===== src/rtl/food.sv =====
// Food generator and eat detector for the snake game.
// Consumes the body scanner's segment stream, places food at a pseudo-random
// interior cell, confirms over one full scan that the body does not cover it,
// then watches for the head landing on it and pulses o_eat.
module food #(
    parameter int unsigned X_MAX = 20,
    parameter int unsigned Y_MAX = 11,
    parameter logic [15:0] SEED  = 16'hACE1
) (
    input  logic       clk,
    input  logic       rst_n,
    input  logic [4:0] i_pos_x,
    input  logic [3:0] i_pos_y,
    input  logic       i_pos_first,
    input  logic       i_pos_last,
    input  logic       i_pos_valid,
    input  logic       i_entropy,
    output logic       o_eat,
    output logic [4:0] o_food_x,
    output logic [3:0] o_food_y,
    output logic       o_food_valid,
    output logic [7:0] o_score
);

    typedef enum logic [1:0] {StSearch, StCheck, StActive} state_e;

    localparam logic [4:0]  XMax     = 5'(X_MAX);
    localparam logic [3:0]  YMax     = 4'(Y_MAX);
    localparam logic [15:0] LfsrMask = 16'hB400;

    state_e      state_q;
    logic [15:0] lfsr_q, lfsr_d;
    logic        eat_q;
    logic [4:0]  food_x_q;
    logic [3:0]  food_y_q;
    logic        food_valid_q;
    logic [7:0]  score_q;
    logic        hit_q;

    logic        feedback;
    logic [15:0] lfsr_step;
    logic [4:0]  rx, cand_x;
    logic [3:0]  ry, cand_y;
    logic        scan_start, scan_end;
    logic        cand_hit, food_hit, hit_acc;

    // Galois LFSR next state; entropy is folded into the feedback bit, and the
    // all-zero lock-up state is replaced by the seed.
    always_comb begin
        feedback  = lfsr_q[0] ^ i_entropy;
        lfsr_step = {1'b0, lfsr_q[15:1]} ^ ({16{feedback}} & LfsrMask);
        lfsr_d    = (lfsr_step == 16'h0000) ? SEED : lfsr_step;
    end

    // Fold raw LFSR bits into the interior; one subtraction suffices because
    // the raw range is less than twice the interior size.
    always_comb begin
        rx       = lfsr_q[4:0];
        ry       = lfsr_q[8:5];
        cand_x   = ((rx < XMax) ? rx : (rx - XMax)) + 5'd1;
        cand_y   = ((ry < YMax) ? ry : (ry - YMax)) + 4'd1;
        scan_start = i_pos_valid & i_pos_first;
        scan_end   = i_pos_valid & i_pos_last;
        cand_hit   = (i_pos_x == cand_x) && (i_pos_y == cand_y);
        food_hit   = (i_pos_x == food_x_q) && (i_pos_y == food_y_q);
        hit_acc    = hit_q | food_hit;
    end

    // Placement/eat FSM with all outputs registered.
    always_ff @(posedge clk or negedge rst_n) begin
        if (!rst_n) begin
            state_q      <= StSearch;
            lfsr_q       <= SEED;
            eat_q        <= 1'b0;
            food_x_q     <= 5'd0;
            food_y_q     <= 4'd0;
            food_valid_q <= 1'b0;
            score_q      <= 8'd0;
            hit_q        <= 1'b0;
        end else begin
            lfsr_q <= lfsr_d;
            eat_q  <= 1'b0;
            unique case (state_q)
                StSearch, StCheck: begin
                    // A start seen mid-check is a protocol error: recapture as from search.
                    if (scan_start) begin
                        food_x_q <= cand_x;
                        food_y_q <= cand_y;
                        hit_q    <= cand_hit;
                        if (scan_end) begin
                            state_q      <= cand_hit ? StSearch : StActive;
                            food_valid_q <= ~cand_hit;
                        end else begin
                            state_q <= StCheck;
                        end
                    end else if (state_q == StCheck && i_pos_valid) begin
                        hit_q <= hit_acc;
                        if (scan_end) begin
                            state_q      <= hit_acc ? StSearch : StActive;
                            food_valid_q <= ~hit_acc;
                        end
                    end
                end
                StActive: begin
                    if (scan_start && food_hit) begin
                        eat_q        <= 1'b1;
                        food_valid_q <= 1'b0;
                        state_q      <= StSearch;
                        if (score_q != 8'hFF) begin
                            score_q <= score_q + 8'd1;
                        end
                    end
                end
                default: state_q <= StSearch;
            endcase
        end
    end

    assign o_eat        = eat_q;
    assign o_food_x     = food_x_q;
    assign o_food_y     = food_y_q;
    assign o_food_valid = food_valid_q;
    assign o_score      = score_q;

endmodule


===== config.mk =====
export PLATFORM = sky130hd
export DESIGN_NAME = food
export DESIGN_NICKNAME = d
export VERILOG_FILES = /design/src/rtl/food.sv
export SDC_FILE = /design/constraint.sdc
export NUM_CORES = 1
export LEC_CHECK = 0
export ABC_AREA = 1
export BUFFER_PORTS_ARGS = -buffer_cell sky130_fd_sc_hd__buf_2
export CAP_MARGIN = 20
export CORE_UTILIZATION = 47
export DETAILED_ROUTE_END_ITERATION = 7
export PLACE_DENSITY = 0.68
export SLEW_MARGIN = 0
export SYNTH_ARGS = -nofsm -noshare
export SYNTH_HDL_FRONTEND = slang
export SYNTH_SLANG_ARGS = --single-unit

===== constraint.sdc =====
create_clock -name clk -period 2.75 [get_ports clk]
set_input_delay 0.1375 -clock clk [delete_from_list [all_inputs] [get_ports clk]]
set_output_delay 0.1375 -clock clk [all_outputs]
set_load 0.03 [all_outputs]

==> results.ini <==
[outcome]
status=finished clean

[synthesis]
synth_top_flop_cell=dfrtp_1
synth_area_leaders=dfrtp_1, nand2_1, dfstp_2, nand3_1, inv_1
avgSynthCellArea_um2=8.00
synth_cells=275
async_flop_share=1.00
ys_warn_count=0
yosys.area.top_type_share=0.341
synth_cell_type_count=33
syn_nets=296
ys_ff_latch=38
synth_top_area_cell=dfrtp_1
synth-edff-count=0
netlist_area_um2=2200
yosysSeqAreaShare=0.437

[placement]
hpwl_um=3270
dp_cells=351
io_buffer_count=33
dpl-instance-area_um2=2390
preCtsSetupSlack_ns=0.386
gp_congestion=0.842

[setup_path]
arrival_ns=2.57
cp_max_fo=5
required_ns=2.93
endpoint_kind=flop
path_buf_inv=2
cp_top_family=simple AND/OR/NAND/NOR gates
cp_cell_sequence=ha_1, inv_1, nand2_1, nand2_1, nand2_1, nand2_1, ha_1, nand2_1, nand3_1, nor2_1, nand2_1, inv_1, nand3_1, nor2_1, nand3_2, nand3_1, nand2_1
cpMostUsedCell=nand2_1
crit_type=reg2reg
critical_path.startpoint_type=flop
slowest_stage=dfstp_2
cpPeakStageDelay_ns=0.57

[global_route]
antenna_found_initial=0
grt_pass1_vias=1758
grt_overflow_total=0
grt_max_degree=39
grt_pass1_wl_um=7770
grt_usage=0.199

[clock_network]
h-tree-depth=2
numCtsBuffers=5
clock-sinks=38
cts_tree=yes
cts_root_buf=clkbuf_8
clk_latency_ns=0.29
cts_setup_buffers=0
ctsLongestPathBuffers=2
cts.repair.resized=0
clkSlewWorstSetupHoldPaths_ns=0.07
cts_hold_buf=1

[timing]
hold_slack_ns=0.0755
slew_headroom=0.367
slew_violations=0
rsz0062_at_grt=no
setup_tns_ns=0
skew_ns=0.00569
min_period_ns=2.39
hold_violations=0
fin_crit_sh=0.868
fin_ws_ns=0.363
fmax_mhz=419
setup_violations=0
worstMarginPinSlew_ns=0.946

[detailed_routing]
drtPass1Iterations=4
drtIter0Drc=130
via_per_inst=5.11
wire_per_inst_um=12.2
drc=0
vias=1840
routed_wl_um=4380
ant_nets=0

[pwr]
power.leakage_nw=1.35
finalPower_mw=2.64
power_density_nw_per_um2=1060
ir_worst_vdd_mv=0.533

[final_layout]
layout_commonest_cell=nand2_1
layout_common_cells=nand2_1, buf_2, dfrtp_1, inv_1, nand3_1
layout.nets=328
fill_cells=420
stdcell_count=360
stdcell_area_um2=2490
utilization=0.564
num_antenna_cells=0
syn_to_final_growth_pct=13.1
drive_gt1_frac=0.237

[flow_run]
cap_violations=0

[die]
row_count=24
core-area_um2=4410
die_h_um=70.4
start_util=0.499
ios=34
die_area_um2=4960
die_w_um=70.4

[hold_path]
hp-class=in2reg

[cells by family after synthesis]
logic type | Yosys count | share of synthesized area
flip-flops | 38 | 0.437
adder cells (fa/ha/maj) | 6 | 0.0341
XOR/XNOR | 16 | 0.0637
buffers and inverters | 41 | 0.0739
AO/OA/AOI/OAI | 18 | 0.0478
AND/OR/NAND/NOR | 156 | 0.344
[worst reg2reg max path, cell delays in order (launching register included)]
cell and delay (ns):
dfstp_2 0.57, ha_1 0.17, inv_1 0.05, nand2_1 0.12, nand2_1 0.11, nand2_1 0.08
nand2_1 0.10, ha_1 0.32, nand2_1 0.07, nand3_1 0.08, nor2_1 0.11, nand2_1 0.06
inv_1 0.04, nand3_1 0.06, nor2_1 0.11, nand3_2 0.08, nand3_1 0.09, nand2_1 0.05
[power breakdown]
group | switching, mW | internal (mW) | total (mW)
Clock | 0.188 | 0.202 | 0.390
Combinational | 0.799 | 0.449 | 1.25
Sequential | 0.195 | 0.805 | 0.999
[Yosys cell counts (4+ instances only)]
master and number:
nand2_1 78, dfrtp_1 30, inv_1 29, nand3_1 22
nor2_1 16, xor2_1 11, nand4_1 9, dfstp_2 8
o21ai_0 8, ha_1 6, clkbuf_1 5, nand2_2 5
nor3_1 5, or2_2 5, xnor2_1 5, nand3_2 4
[cell type report]
| class | count | area [um2] | share of cell area |
|---|---|---|---|
| clock buffers | 7 | 86.3 | 0.0347 |
| inverters | 32 | 120 | 0.0482 |
| repair buffers | 34 | 175 | 0.0704 |
| flip-flops and latches | 38 | 961 | 0.386 |
| clock inverters | 1 | 5.00 | 0.00201 |
| well taps | 52 | 65.1 | 0.0261 |
| multi-input cells | 196 | 1080 | 0.433 |
[per-layer routing]
metal	share of wire	track usage
met2	0.44	0.303
met5	0	0
met4	0.0098	0.0667
met3	0.050	0.0505
met1	0.50	0.276
[sequential cells by signal, indices dropped and copies added, names as in the netlist]
register,flops
hit_q,1
o_eat,1
o_food_x,5
state_q,2
lfsr_q,16
o_food_valid,1
o_food_y,4
o_score,8
[worst paths after layout]
path | depth (start not counted) | slack, ns | end | from
worst max-delay path | 17 | 0.36 | o_food_valid | lfsr_q[5]
worst min-delay path | 2 | 0.08 | state_q[0] | i_pos_last
worst max register to register | 17 | 0.36 | o_food_valid | lfsr_q[5]
worst min register to register | 0 | 0.38 | lfsr_q[8] | lfsr_q[9]
max in group asynchronous | 2 | 1.73 | o_score[1] | rst_n
min in group asynchronous | 2 | 0.49 | o_food_y[0] | rst_n
No activity file was read; power rests on OpenSTA's default activity.
